===== config.mk =====
export PLATFORM = sky130hd
export DESIGN_NAME = watch_stopwatch_ctrl
export DESIGN_NICKNAME = d
export VERILOG_FILES = /design/src/rtl/watch_ctrl_pkg.sv /design/src/rtl/ctrl_event_decode.sv /design/src/rtl/watch_stopwatch_ctrl.sv
export SDC_FILE = /design/constraint.sdc
export NUM_CORES = 1
export LEC_CHECK = 0
export ABC_CLOCK_PERIOD_IN_PS = 2200
export BUFFER_PORTS_ARGS = -buffer_cell sky130_fd_sc_hd__clkbuf_2
export CORE_MARGIN = 2
export CORE_UTILIZATION = 35
export CTS_BUF_LIST = sky130_fd_sc_hd__clkbuf_4
export CTS_CLUSTER_DIAMETER = 200
export DETAILED_ROUTE_END_ITERATION = 8
export PLACE_DENSITY = 0.62
export SLEW_MARGIN = 20
export SYNTH_ARGS = -nofsm -noshare
export SYNTH_HDL_FRONTEND = slang
export SYNTH_HIERARCHICAL = 1
export SYNTH_SLANG_ARGS = --single-unit

===== constraint.sdc =====
create_clock -name clk -period 2.2 [get_ports clk]
set_input_delay 0.44 -clock clk [delete_from_list [all_inputs] [get_ports clk]]
set_output_delay 0.44 -clock clk [all_outputs]
set_load 0.01 [all_outputs]

===== src/rtl/watch_ctrl_pkg.sv =====
// rtl/watch_ctrl_pkg.sv - shared encodings and command codes for the watch/stopwatch control block
// Contents: stopwatch and watch FSM state types, UART command byte codes,
// default set-mode timeout values.
package watch_ctrl_pkg;

  typedef enum logic [1:0] {
    SW_STOP  = 2'd0,
    SW_RUN   = 2'd1,
    SW_CLEAR = 2'd2
  } sw_state_t;

  // The watch state value doubles as the o_set_field encoding.
  typedef enum logic [1:0] {
    W_NORMAL   = 2'd0,
    W_SET_HOUR = 2'd1,
    W_SET_MIN  = 2'd2,
    W_SET_SEC  = 2'd3
  } w_state_t;

  localparam logic [7:0] CMD_RUN   = 8'h52;  // 'R'
  localparam logic [7:0] CMD_CLEAR = 8'h43;  // 'C'
  localparam logic [7:0] CMD_MODE  = 8'h4D;  // 'M'
  localparam logic [7:0] CMD_SEL   = 8'h53;  // 'S'
  localparam logic [7:0] CMD_UP    = 8'h55;  // 'U'
  localparam logic [7:0] CMD_DOWN  = 8'h44;  // 'D'

  localparam int SET_TIMEOUT_DEFAULT = 1000;
  localparam int TO_BITWIDTH_DEFAULT = 10;

endpackage


===== src/rtl/ctrl_event_decode.sv =====
// rtl/ctrl_event_decode.sv - merges buttons and UART commands into one prioritised event
// Purpose: combinational merge of button pulses and decoded command bytes,
// routed by sw_watch and reduced to at most one active event.
// Ports:
//   sw_watch            1 = watch events (SEL/UP/DOWN), 0 = stopwatch events (RUN/CLEAR/MODE)
//   btn_run/clear/mode  1-cycle button pulses
//   cmd_valid/cmd_data  UART byte strobe and value
//   ev_*                one-hot (or all-zero) event outputs
module ctrl_event_decode
  import watch_ctrl_pkg::*;
(
  input  logic       sw_watch,
  input  logic       btn_run,
  input  logic       btn_clear,
  input  logic       btn_mode,
  input  logic       cmd_valid,
  input  logic [7:0] cmd_data,
  output logic       ev_run,
  output logic       ev_clear,
  output logic       ev_mode,
  output logic       ev_sel,
  output logic       ev_up,
  output logic       ev_down
);

  logic raw_run, raw_clear, raw_mode, raw_sel, raw_up, raw_down;

  // The same physical button serves a stopwatch function or a watch function
  // depending on sw_watch; OR-ing button and command folds duplicates into one event.
  always_comb begin
    raw_run   = !sw_watch && (btn_run   || (cmd_valid && cmd_data == CMD_RUN));
    raw_clear = !sw_watch && (btn_clear || (cmd_valid && cmd_data == CMD_CLEAR));
    raw_mode  = !sw_watch && (btn_mode  || (cmd_valid && cmd_data == CMD_MODE));
    raw_sel   =  sw_watch && (btn_run   || (cmd_valid && cmd_data == CMD_SEL));
    raw_up    =  sw_watch && (btn_clear || (cmd_valid && cmd_data == CMD_UP));
    raw_down  =  sw_watch && (btn_mode  || (cmd_valid && cmd_data == CMD_DOWN));
  end

  // CLEAR > RUN > MODE and SEL > UP > DOWN.
  always_comb begin
    ev_clear = raw_clear;
    ev_run   = raw_run && !raw_clear;
    ev_mode  = raw_mode && !raw_clear && !raw_run;
    ev_sel   = raw_sel;
    ev_up    = raw_up && !raw_sel;
    ev_down  = raw_down && !raw_sel && !raw_up;
  end

endmodule


===== src/rtl/watch_stopwatch_ctrl.sv =====
// rtl/watch_stopwatch_ctrl.sv - stopwatch run/clear/mode FSM and watch time-set FSM
// Purpose: turns merged button/UART events into stopwatch controls and
// watch set-mode field select with increment/decrement pulses.
// Ports:
//   clk, reset              clock, asynchronous active-high reset
//   i_tick                  100 Hz single-cycle tick (drives set-mode timeout)
//   i_sw_watch              1 = watch control, 0 = stopwatch control
//   i_btn_run/clear/mode    button pulses
//   i_cmd_valid/i_cmd_data  UART command byte
//   o_sw_run_stop/clear/mode  stopwatch controls
//   o_watch_run             watch chain enable (0 while setting)
//   o_set_field             0 none, 1 hour, 2 min, 3 sec
//   o_set_inc/o_set_dec     1-cycle field adjust pulses
module watch_stopwatch_ctrl
  import watch_ctrl_pkg::*;
#(
  parameter int SET_TIMEOUT = SET_TIMEOUT_DEFAULT,
  parameter int TO_BITWIDTH = TO_BITWIDTH_DEFAULT
) (
  input  logic       clk,
  input  logic       reset,
  input  logic       i_tick,
  input  logic       i_sw_watch,
  input  logic       i_btn_run,
  input  logic       i_btn_clear,
  input  logic       i_btn_mode,
  input  logic       i_cmd_valid,
  input  logic [7:0] i_cmd_data,
  output logic       o_sw_run_stop,
  output logic       o_sw_clear,
  output logic       o_sw_mode,
  output logic       o_watch_run,
  output logic [1:0] o_set_field,
  output logic       o_set_inc,
  output logic       o_set_dec
);

  localparam logic [TO_BITWIDTH-1:0] TO_LAST = TO_BITWIDTH'(SET_TIMEOUT - 1);

  logic ev_run, ev_clear, ev_mode, ev_sel, ev_up, ev_down;

  ctrl_event_decode u_decode (
    .sw_watch  (i_sw_watch),
    .btn_run   (i_btn_run),
    .btn_clear (i_btn_clear),
    .btn_mode  (i_btn_mode),
    .cmd_valid (i_cmd_valid),
    .cmd_data  (i_cmd_data),
    .ev_run    (ev_run),
    .ev_clear  (ev_clear),
    .ev_mode   (ev_mode),
    .ev_sel    (ev_sel),
    .ev_up     (ev_up),
    .ev_down   (ev_down)
  );

  sw_state_t              sw_state, sw_next;
  logic                   mode_next;
  w_state_t               w_state, w_next;
  logic [TO_BITWIDTH-1:0] to_cnt, to_cnt_next;
  logic                   inc_next, dec_next;

  // Stopwatch FSM next state. It ignores i_sw_watch directly; routing in the
  // decoder already suppresses its events while the watch is selected.
  always_comb begin
    sw_next   = sw_state;
    mode_next = o_sw_mode;
    case (sw_state)
      SW_STOP: begin
        if (ev_clear)     sw_next = SW_CLEAR;
        else if (ev_run)  sw_next = SW_RUN;
        else if (ev_mode) mode_next = !o_sw_mode;
      end
      SW_RUN: begin
        // A simultaneous CLEAR masks RUN in the decoder and is then ignored here.
        if (ev_run) sw_next = SW_STOP;
      end
      SW_CLEAR: sw_next = SW_STOP;
      default:  sw_next = SW_STOP;
    endcase
  end

  // Watch FSM and set-mode inactivity timeout.
  always_comb begin
    w_next      = w_state;
    to_cnt_next = to_cnt;
    inc_next    = 1'b0;
    dec_next    = 1'b0;
    if (w_state != W_NORMAL && !i_sw_watch) begin
      w_next      = W_NORMAL;
      to_cnt_next = '0;
    end else if (ev_sel) begin
      to_cnt_next = '0;
      case (w_state)
        W_NORMAL:   w_next = W_SET_HOUR;
        W_SET_HOUR: w_next = W_SET_MIN;
        W_SET_MIN:  w_next = W_SET_SEC;
        default:    w_next = W_NORMAL;
      endcase
    end else if (w_state != W_NORMAL) begin
      // User activity takes precedence over a coincident timeout tick.
      if (ev_up) begin
        inc_next    = 1'b1;
        to_cnt_next = '0;
      end else if (ev_down) begin
        dec_next    = 1'b1;
        to_cnt_next = '0;
      end else if (i_tick) begin
        if (to_cnt == TO_LAST) begin
          w_next      = W_NORMAL;
          to_cnt_next = '0;
        end else begin
          to_cnt_next = to_cnt + TO_BITWIDTH'(1);
        end
      end
    end
  end

  // Outputs are registered from next-state values so each event shows up
  // exactly one edge after it is sampled.
  always_ff @(posedge clk or posedge reset) begin
    if (reset) begin
      sw_state      <= SW_STOP;
      w_state       <= W_NORMAL;
      to_cnt        <= '0;
      o_sw_run_stop <= 1'b0;
      o_sw_clear    <= 1'b0;
      o_sw_mode     <= 1'b0;
      o_watch_run   <= 1'b1;
      o_set_field   <= 2'd0;
      o_set_inc     <= 1'b0;
      o_set_dec     <= 1'b0;
    end else begin
      sw_state      <= sw_next;
      w_state       <= w_next;
      to_cnt        <= to_cnt_next;
      o_sw_run_stop <= (sw_next == SW_RUN);
      o_sw_clear    <= (sw_next == SW_CLEAR);
      o_sw_mode     <= mode_next;
      o_watch_run   <= (w_next == W_NORMAL);
      o_set_field   <= w_next;
      o_set_inc     <= inc_next;
      o_set_dec     <= dec_next;
    end
  end

endmodule


Yosys cells after proc, flatten, opt, wreduce, memory -nomap -nowiden
Index checks and enable logic that the tools add are counted.
W data, S select, Z words.
Word-level totals
  bits in registers: 20
  input port bits: 16
  output and inout bits: 8
Operators by class
  add/subtract/negate cells: 1
  equality and inequality tests: 12
  mux-type cells: 28
  bitwise logic cells: 2
  reduce and logical (&&, ||, !) cells: 39
Operator list (number)
  $mux W10: 7
  $eq A8 B7 Y1 const B: 6
  $mux W2: 10
  $logic_and A1 B1 Y1: 19
  $add A10 B1 Y10 const B: 1
  $eq A10 B10 Y1 const B: 1
  $mux W1: 9
  $eq A2 B1 Y1 const B: 3
  $logic_not A1 Y1: 6
  $logic_not A2 Y1: 3
  $logic_or A1 B1 Y1: 6
  $pmux W2 S3: 1
  $reduce_bool A5 Y1: 1
  $eq A2 B2 Y1 const B: 2
  $pmux W2 S2: 1
  $reduce_and A4 Y1: 1
  $reduce_bool A3 Y1: 1
  $not A1 Y1: 2
  $reduce_and A2 Y1: 1
  $reduce_bool A2 Y1: 1

Logic depth before layout (Yosys ltp)
Gate-level depths: netlist of the first run.
  word-level depth: 13
  gate-level depth with buffers: 9
  depth with buffers taken out: 8

Cells and area by module
Netlist of the first run, hierarchy kept.
Modules (own cells, without submodules)
  watch_stopwatch_ctrl: times used 1, cells each 101, area each 1012.2 µm², seq. area each 501.7 µm²
  ctrl_event_decode: times used 1, cells each 20, area each 160.2 µm², seq. area each 0.0 µm²

Worst setup path after synthesis of the first run
OpenSTA, ideal clock, no wires.
  path kind: input -> register
  start point: in i_cmd_data[7]
  end point: reg to_cnt[8]
  library setup time: 0.082 ns
  data arrival time: 2.070 ns
  slack: 0.048 ns
  stages on the path: 7
  path buffers: 0
  path through: and4bb_2 a31oi_1 and4b_1 or4_4 nor4_2 o21ai_1 a31oi_1
Between the ends
  cells in the longest elaborated chain, start to end: 12
  elaborated cells between the ends (all ways): 25
  those cells by class: 3 x eq/ne; 5 x mux; 17 x reduce/logical
Ends and longest elaborated chain
  start: declaration: RTL line watch_stopwatch_ctrl.sv:28  | input logic [7:0] i_cmd_data,
  $eq A8 B7 Y1: RTL line ctrl_event_decode.sv:34  | raw_sel = sw_watch && (btn_run || (cmd_valid && cmd_data == CMD_SEL));
  $logic_and A1 B1 Y1: RTL line ctrl_event_decode.sv:34
  $logic_or A1 B1 Y1: RTL line ctrl_event_decode.sv:34
  $logic_and A1 B1 Y1: RTL line ctrl_event_decode.sv:34
  $logic_not A1 Y1: RTL line ctrl_event_decode.sv:46  | ev_down = raw_down && !raw_sel && !raw_up;
  $logic_and A1 B1 Y1: RTL line ctrl_event_decode.sv:46
  $logic_and A1 B1 Y1 *: RTL line ctrl_event_decode.sv:46
  named net ev_down: RTL line watch_stopwatch_ctrl.sv:40  | logic ev_run, ev_clear, ev_mode, ev_sel, ev_up, ev_down;
  $mux W10: RTL line watch_stopwatch_ctrl.sv:105  | end else if (ev_down) begin
  $mux W10: RTL line watch_stopwatch_ctrl.sv:102  | if (ev_up) begin
  $mux W10: RTL line watch_stopwatch_ctrl.sv:100  | end else if (w_state != W_NORMAL) begin
  $mux W10: RTL line watch_stopwatch_ctrl.sv:92  | end else if (ev_sel) begin
  $mux W10: RTL line watch_stopwatch_ctrl.sv:89  | if (w_state != W_NORMAL && !i_sw_watch) begin
  end signal: assignment: RTL line watch_stopwatch_ctrl.sv:136  | to_cnt <= to_cnt_next;
  end: declaration: RTL line watch_stopwatch_ctrl.sv:60  | logic [TO_BITWIDTH-1:0] to_cnt, to_cnt_next;
The timed path passes the listed nets; every way through them passes the cells marked *. The select of a mux whose other input is x is not followed.
A chain may end at the register's enable or synchronous reset.

Worst setup path after layout of the first run
  start point: in i_cmd_data[5]
  end point: reg to_cnt[8]
The elaborated chain is that of the path after synthesis.

==> results of run 1 <==
through the flow:
step / std cells / utilization (%) / power (mW) / setup TNS, ps / instance area, um^2
detailed placement: 200 / 43.2 / 1.01 / -1840 / 1420
CTS: 204 / 44.8 / 1.32 / 0 / 1470
global placement: 200 / 43.2 / 0.992 / -1040 / 1420
finish: 204 / 45.4 / 1.33 / 0 / 1490
floorplan: 121 / - / 0.856 / 0 / 1170
global route: 204 / 45.4 / 1.44 / -10.4 / 1490
state kept, by name, indices dropped and copies added (netlist names):
name / count
w_state: 2
o_sw_mode: 1
o_set_inc: 1
o_set_dec: 1
to_cnt: 10
o_watch_run: 1
o_sw_clear: 1
o_sw_run_stop: 1
sw_state: 2
Yosys cell counts (all sizes together):
cell type	number
inv	4
nor4b	3
nand4	8
a21oi	5
a32o	1
xor2	6
and3b	2
a22o	1
buf	1
o21a	2
dfrtp	19
nor2b	3
and4bb	1
or4	1
nor3b	4
clkbuf	1
o22ai	1
nand3b	1
nand2b	1
nand3	1
nand4b	1
nor4	2
o21ai	2
a311o	1
mux2i	1
o21bai	1
and4b	2
and3	3
a31oi	7
nand2	4
ha	3
xnor2	1
nor3	2
nor2	24
dfstp	1
report_power, final:
group          switching (mW)  leakage [nW]  internal, mW
registers              0.0675         0.267         0.442
logic                   0.278         0.393         0.238
clock network           0.121        0.0279         0.184
cells by family after synthesis:
logic type,after synthesis,synth area share [%]
compound gates,21,12.0
flops,20,42.8
simple gates,63,33.4
fa+ha+maj,3,3.20
xor+xnor,7,5.23
buf+inv,6,2.56
mux,1,0.854
cell type report:
cell class                 count  area [um^2]  area share [%]
tap                           46         57.6            3.86
timing repair buffer          35          205            13.8
clock inverter                 1         30.0            2.02
clock buffer                   3         22.5            1.51
inverter                       4         15.0            1.01
sequential                    20          502            33.7
multi-input combinational     95          658            44.2
worst reg2reg max path: cells and delay by family (launching register included):
family	cells	cell delay [ps]
buffers and inverters	1	90
AOI/OAI and AO/OA	2	290
adders and majority gates	1	300
and+or+nand+nor	3	760
DFF	1	410
path summary, 6_finish.rpt:
kind / slack [ps] / depth (start not counted) / endpoint
worst min-delay path: 220 / 2 / to_cnt[7]
min in group clk: 480 / 1 / o_sw_mode
worst max register to register: 270 / 7 / to_cnt[8]
worst min register to register: 480 / 1 / o_sw_mode
worst max-delay path: 130 / 8 / to_cnt[8]
max in group asynchronous: 1510 / 2 / to_cnt[2]
routing by layer:
layer  track usage [%]  part of all wire [%]  vias to the layer above  wire length, um
li1                  -                     -                      520                -
met1              17.9                    46                      497             1120
met2              24.8                    49                       25             1190
met3              1.86                   2.6                        5               63
met4              5.47                   1.8                        0               43
met5                 0                     0                        -                0
==> out/results.ini, run 1 <==
[run_status]
status = finished clean

[clock_tree]
cts_post_setup_buffers_inserted = 0
cts_root_buffer = clkbuf_4
cts_hold_buf = 0
cts.sinks = 20
worst_skew_pair.late_latency_ps = 310
clk_pin_slew_ps = 120
post_cts_resized = 0
cts_tree = done
cts_max_level = 1
numCtsBuffers = 3
cts_buffer_depth = 2

[yosys]
syn_area_per_cell_um2 = 9.69
yosys.area.top_type_share_pct = 40.6
ys_seq_area_share_pct = 42.8
yosysTopAreaCell = dfrtp_1
synthCells = 121
synth_cell_types = 42
ys_warn_count = 6
synth_seq_cells = 20
synth_area_leaders = dfrtp_1, nor2_1, xor2_1, nand4_1, a31oi_1
syn_area_um2 = 1170
synthesis.nets = 140

[critical_path]
crit_path_start_kind = input pin
crit_arrival_ps = 2310
reg2reg_from = w_state[0]
critical-path-slowest-cell = or4_4
worstSetupEndpointType = flip-flop
path_buf_inv = 1
critPathLaunch = i_cmd_data[5]
slowest_delay_ps = 540
crit_chain = clkbuf_2 > and4bb_2 > a31oi_1 > and4b_1 > or4_4 > nor4_2 > o21ai_1 > a31oi_1
path_delay_family = simple AND/OR/NAND/NOR gates
critPathRequiredTime_ps = 2440
worstSetupPathType = input pin to flip-flop
path_max_fanout = 4
path_common_cell = a31oi_1

[timing]
max_freq_mhz = 484
period_share_pct = 94.0
min_period_ps = 2070
fin_skew_ps = 1.79
hold_viol = 0
slew_headroom_pct = 49.6
setup-violations-final = 0
finalWorstSetupSlack_ps = 133
drv_slew = 0
rsz0062_at_grt = yes
hold_slack_ps = 225
tightest_slew_ps = 755

[routing]
dr.pass1.iters = 4
postRouteAntennaNets = 0
wl_um = 2420
wl_per_cell_um = 11.8
viasPerCell = 5.13
drc = 0
drt_iter0_drc = 78
num_vias = 1047

[cells_and_area]
final_cell_mix = clkbuf_2, nor2_1, dfrtp_1
area_growth_pct = 27.1
drive_above_1_share_pct = 33.5
diodes = 0
layout.nets = 178
layout_commonest_cell = clkbuf_2
fillers = 320

[placement]
gp_congestion = 0.762
dp_hpwl_um = 1880
portBuffers = 23
pre_cts_ws_ps = -215

[floorplanning]
dieArea_um2 = 3830
die_width_um = 61.9
die_h_um = 61.9
rows = 21
core_region_area_um2 = 3280
initial_core_util_pct = 35.7
pin_count = 24

[global_routing]
grt_pass1_vias = 1036
grt_max_degree = 21
grt_first_pass_wirelength_um = 4130
grt.overflow.total = 0
antenna_found_initial = 0
grt_usage_pct = 14.3

[min_path]
hold_class = input pin to async pin

[flow_run]
drv_cap = 0

[pwr]
p_leak_nw = 0.688
peakVddDrop_uv = 289
power_density_nw_per_um2 = 893

Power figures use the tool's default switching activity.
==> inputs of run 2 (changes only) <==
--- a/config.mk
+++ b/config.mk
@@ -12,6 +12,7 @@
 export CTS_BUF_LIST = sky130_fd_sc_hd__clkbuf_4
 export CTS_CLUSTER_DIAMETER = 200
 export DETAILED_ROUTE_END_ITERATION = 8
+export MAX_ROUTING_LAYER = met4
 export PLACE_DENSITY = 0.62
 export SLEW_MARGIN = 20
 export SYNTH_ARGS = -nofsm -noshare
==> out/results.ini, run 2 (synthesis results as in run 1) <==
[min_path]
hold_class = input pin to async pin

[clock_tree]
worst_skew_pair.late_latency_ps = 310
cts.sinks = 20
cts_max_level = 1
cts_tree = done
numCtsBuffers = 3
cts_buffer_depth = 2
cts_root_buffer = clkbuf_4
cts_post_setup_buffers_inserted = 0
clk_pin_slew_ps = 120

[global_routing]
top_usage_layer = met2
grt_first_pass_wirelength_um = 4130
grt.overflow.total = 0
use_met2_pct = 24.8
antenna_found_initial = 0
grt_max_degree = 21
grtUsageMet1_pct = 17.9
grt_use_met3_pct = 1.86
grt_usage_pct = 14.7
grt_pass1_vias = 1039

[pwr]
p_leak_nw = 0.688
power_density_nw_per_um2 = 893
peakVddDrop_uv = 289

[timing]
tightest_slew_ps = 755
hold_viol = 0
hold_slack_ps = 225
min_period_ps = 2070
rsz0062_at_grt = yes
fin_skew_ps = 1.83
slew_headroom_pct = 49.6
finalWorstSetupSlack_ps = 131
drv_slew = 0
setup-violations-final = 0
final.setup.tns_ps = 0
max_freq_mhz = 483
period_share_pct = 94.0

[critical_path]
crit_path_start_kind = input pin
path_max_fanout = 4
r2r_cells = 7
worstSetupEndpointType = flip-flop
worstSetupPathType = input pin to flip-flop
reg2reg_to = to_cnt[8]
reg2reg_from = w_state[0]
critPathRequiredTime_ps = 2440
crit_arrival_ps = 2310
r2r_slack_ps = 270

[cells_and_area]
largest_reg_flops = 10
final_util_pct = 45.4
diodes = 0
layout_commonest_cell = clkbuf_2
layout.nets = 178
fin_area_um2 = 1490
area_growth_pct = 27.1
top_regs = to_cnt: 10 flops, sw_state: 2 flops, w_state: 2 flops
final_cell_mix = clkbuf_2, nor2_1, dfrtp_1
top_register = to_cnt
drive_above_1_share_pct = 33.5
fillers = 320

[floorplanning]
rows = 21
dieArea_um2 = 3830
pin_count = 24
core_region_area_um2 = 3280
die_width_um = 61.9
die_h_um = 61.9
initial_core_util_pct = 35.7

[routing]
drc = 0
drt_iter0_drc = 70
num_vias = 1050
viasPerCell = 5.15
dr.pass1.iters = 4
wl_per_cell_um = 11.9
postRouteAntennaNets = 0
wl_um = 2420

[placement]
pre_cts_ws_ps = -215
dp_hpwl_um = 1880
portBuffers = 23
gp_congestion = 0.772
dpl_cell_area_um2 = 1420

[flow_run]
drv_cap = 0

[run_status]
status = finished clean

==> run 2: cell counts in the layout (fill, tap and decap cells not counted) <==
Identical to the previous run, type by type.
==> run 2: how the worst max path moves through the flow <==
stage / start / slack, ps / end / cells after the start
after floorplan: i_cmd_data[7] / 50 / to_cnt[8] / 7
after global placement: i_cmd_data[3] / -130 / to_cnt[4] / 10
after detailed placement: i_cmd_data[3] / -210 / to_cnt[9] / 10
after CTS: i_cmd_data[3] / 110 / to_cnt[9] / 10
after global routing: i_cmd_data[7] / -10 / to_cnt[0] / 10
final: i_cmd_data[5] / 130 / to_cnt[8] / 8
==> run 2: layout make-up <==
cell class	instances	area, um^2	share of cell area (%)
clock buffers	3	22.5	1.51
clock inverters	1	30.0	2.02
inverters	4	15.0	1.01
multi-input cells	95	658	44.2
flip-flops and latches	20	502	33.7
well taps	46	57.6	3.86
repair buffers	35	205	13.8
==> run 2: metrics by stage <==
| stage | std cells | total power, mW |
|---|---|---|
| after global routing | 204 | 1.44 |
| after floorplan | 121 | 0.856 |
| after global placement | 200 | 0.992 |
| final | 204 | 1.33 |
| after CTS | 204 | 1.32 |
| after detailed placement | 200 | 1.01 |
==> run 2: report_power, final <==
part	switching, mW	internal, mW	leakage [nW]	total (mW)
Combinational	0.278	0.238	0.393	0.516
Sequential	0.0674	0.442	0.267	0.510
Clock	0.121	0.184	0.0279	0.306
Total	0.467	0.864	0.688	1.33
==> run 2: critical path, stage by stage <==
cell,delay [ps]
clkbuf_2,90
and4bb_2,310
a31oi_1,130
and4b_1,260
or4_4,540
nor4_2,250
o21ai_1,120
a31oi_1,170
==> run 2: per-layer routing <==
layer / routed length, um / vias up
li1: - / 520
met2: 1210 / 31
met5: 0 / -
met1: 1110 / 496
met4: 21 / 0
met3: 78 / 3
==> run 2: what timing repair did <==
| item | 4_1_cts | 5_1_grt |
|---|---|---|
| hold buffers | 0 | 0 |
| gates resized for setup | 0 | 4 |
| endpoints found under the setup margin | 0 | 7 |
==> inputs of run 3 (changes only) <==
==> constraint.sdc (replaced) <==
create_clock -name clk -period 2.2 [get_ports clk]
set_input_delay 0.33 -clock clk [delete_from_list [all_inputs] [get_ports clk]]
set_output_delay 0.33 -clock clk [all_outputs]
set_load 0.01 [all_outputs]
==> out/results.ini, run 3 (synthesis results as in run 1) <==
[routing]
dr.pass1.iters = 4
postRouteAntennaNets = 0
num_vias = 1036
viasPerCell = 5.15
drt_iter0_drc = 94
wl_per_cell_um = 11.9
wl_um = 2390
drc = 0

[cells_and_area]
fillers = 345
largest_reg_flops = 10
final_cell_mix = nor2_1, clkbuf_2, dfrtp_1
multi_input_area_um2 = 641
top_register = to_cnt
fin_cells = 201
area_growth_pct = 23.7
top_regs = to_cnt: 10 flops, sw_state: 2 flops, w_state: 2 flops
layout.nets = 175
drive_above_1_share_pct = 30.3
diodes = 0
regArea_um2 = 502
final_util_pct = 44.2

[timing]
max_freq_mhz = 513
finalWorstSetupSlack_ps = 253
period_share_pct = 88.5
fin_skew_ps = 1.78
tightest_slew_ps = 765
rsz0062_at_grt = no
min_period_ps = 1950
hold_viol = 0
setup-violations-final = 0
slew_headroom_pct = 48.9
drv_slew = 0

[critical_path]
worstSetupEndpointType = flip-flop
critPathRequiredTime_ps = 2430
crit_arrival_ps = 2180
reg2reg_to = to_cnt[9]
r2r_cells = 7
r2r_slack_ps = 370
crit_path_start_kind = input pin
path_max_fanout = 4
reg2reg_from = to_cnt[0]
worstSetupPathType = input pin to flip-flop

[run_status]
status = finished clean

[clock_tree]
clk_pin_slew_ps = 110
cts_tree = done
post_cts_resized = 0
cts.sinks = 20
cts_buffer_depth = 2
cts_post_setup_buffers_inserted = 0
cts_hold_buf = 0
numCtsBuffers = 3
worst_skew_pair.late_latency_ps = 290
cts_max_level = 1
cts_root_buffer = clkbuf_4

[floorplanning]
pin_count = 24
die_width_um = 61.9
rows = 21
initial_core_util_pct = 35.7
die_h_um = 61.9
dieArea_um2 = 3830
core_region_area_um2 = 3280

[global_routing]
grt_max_degree = 21
antenna_found_initial = 0
grt.overflow.total = 0
grt_usage_pct = 14.3
grt_first_pass_wirelength_um = 4000
grt_pass1_vias = 972

[placement]
dp.cells = 197
pre_cts_ws_ps = -72.1
dp_hpwl_um = 1920
portBuffers = 23
gp_congestion = 0.747

[flow_run]
drv_cap = 0

[pwr]
p_leak_nw = 0.671
peakVddDrop_uv = 334
power_density_nw_per_um2 = 896

[min_path]
hold_class = input pin to async pin

-- run 3: cell types whose count changed in the layout (fill, tap and decap cells not counted), sizes merged --
cell  before  now
buf       12    9
-- run 3: per-stage QoR --
step	hold slack (ps)	setup TNS [ps]	cell area, um^2	power (mW)
after floorplan	293	0	1170	0.856
after global placement	467	0	1400	1.00
after detailed placement	466	-298	1400	1.02
after CTS	152	0	1450	1.32
after global routing	183	0	1450	1.41
final	133	0	1450	1.30
-- run 3: final cells by class --
cell class,instances,area share (%)
clock buffers,3,1.55
clock inverters,1,2.07
inverters,4,1.04
multi-input cells,95,44.2
flip-flops and latches,20,34.6
well taps,46,3.97
repair buffers,32,12.6
-- run 3: how the worst max path moves through the flow --
stage	endpoint	from
6_report	to_cnt[8]	i_cmd_data[7]
5_1_grt	to_cnt[4]	i_cmd_data[7]
4_1_cts	to_cnt[8]	i_cmd_data[7]
3_5_place_dp	to_cnt[8]	i_cmd_data[7]
3_3_place_gp	to_cnt[8]	i_cmd_data[5]
2_1_floorplan	to_cnt[8]	i_cmd_data[7]
-- run 3: per-layer routing --
metal  vias up  wire length [um]  GRT usage, %  share of wire [%]
li1        521                 -             -                  -
met1       494              1060          16.8                 44
met2        19              1230          24.8                 52
met3         2                68          1.86                2.8
met4         0                26          5.47                1.1
met5         -                 0             -                  0
-- run 3: power breakdown --
| group | switching [mW] | internal, mW |
|---|---|---|
| clock | 0.110 | 0.184 |
| combinational | 0.263 | 0.231 |
| sequential | 0.0683 | 0.442 |
| total | 0.442 | 0.858 |
-- run 3: worst max-delay path, stage by stage --
cell,delay (ps)
clkbuf_2,90
and4bb_2,320
a31oi_1,120
and4b_1,260
or4_4,540
nor4_2,230
o21ai_1,120
a31oi_1,160
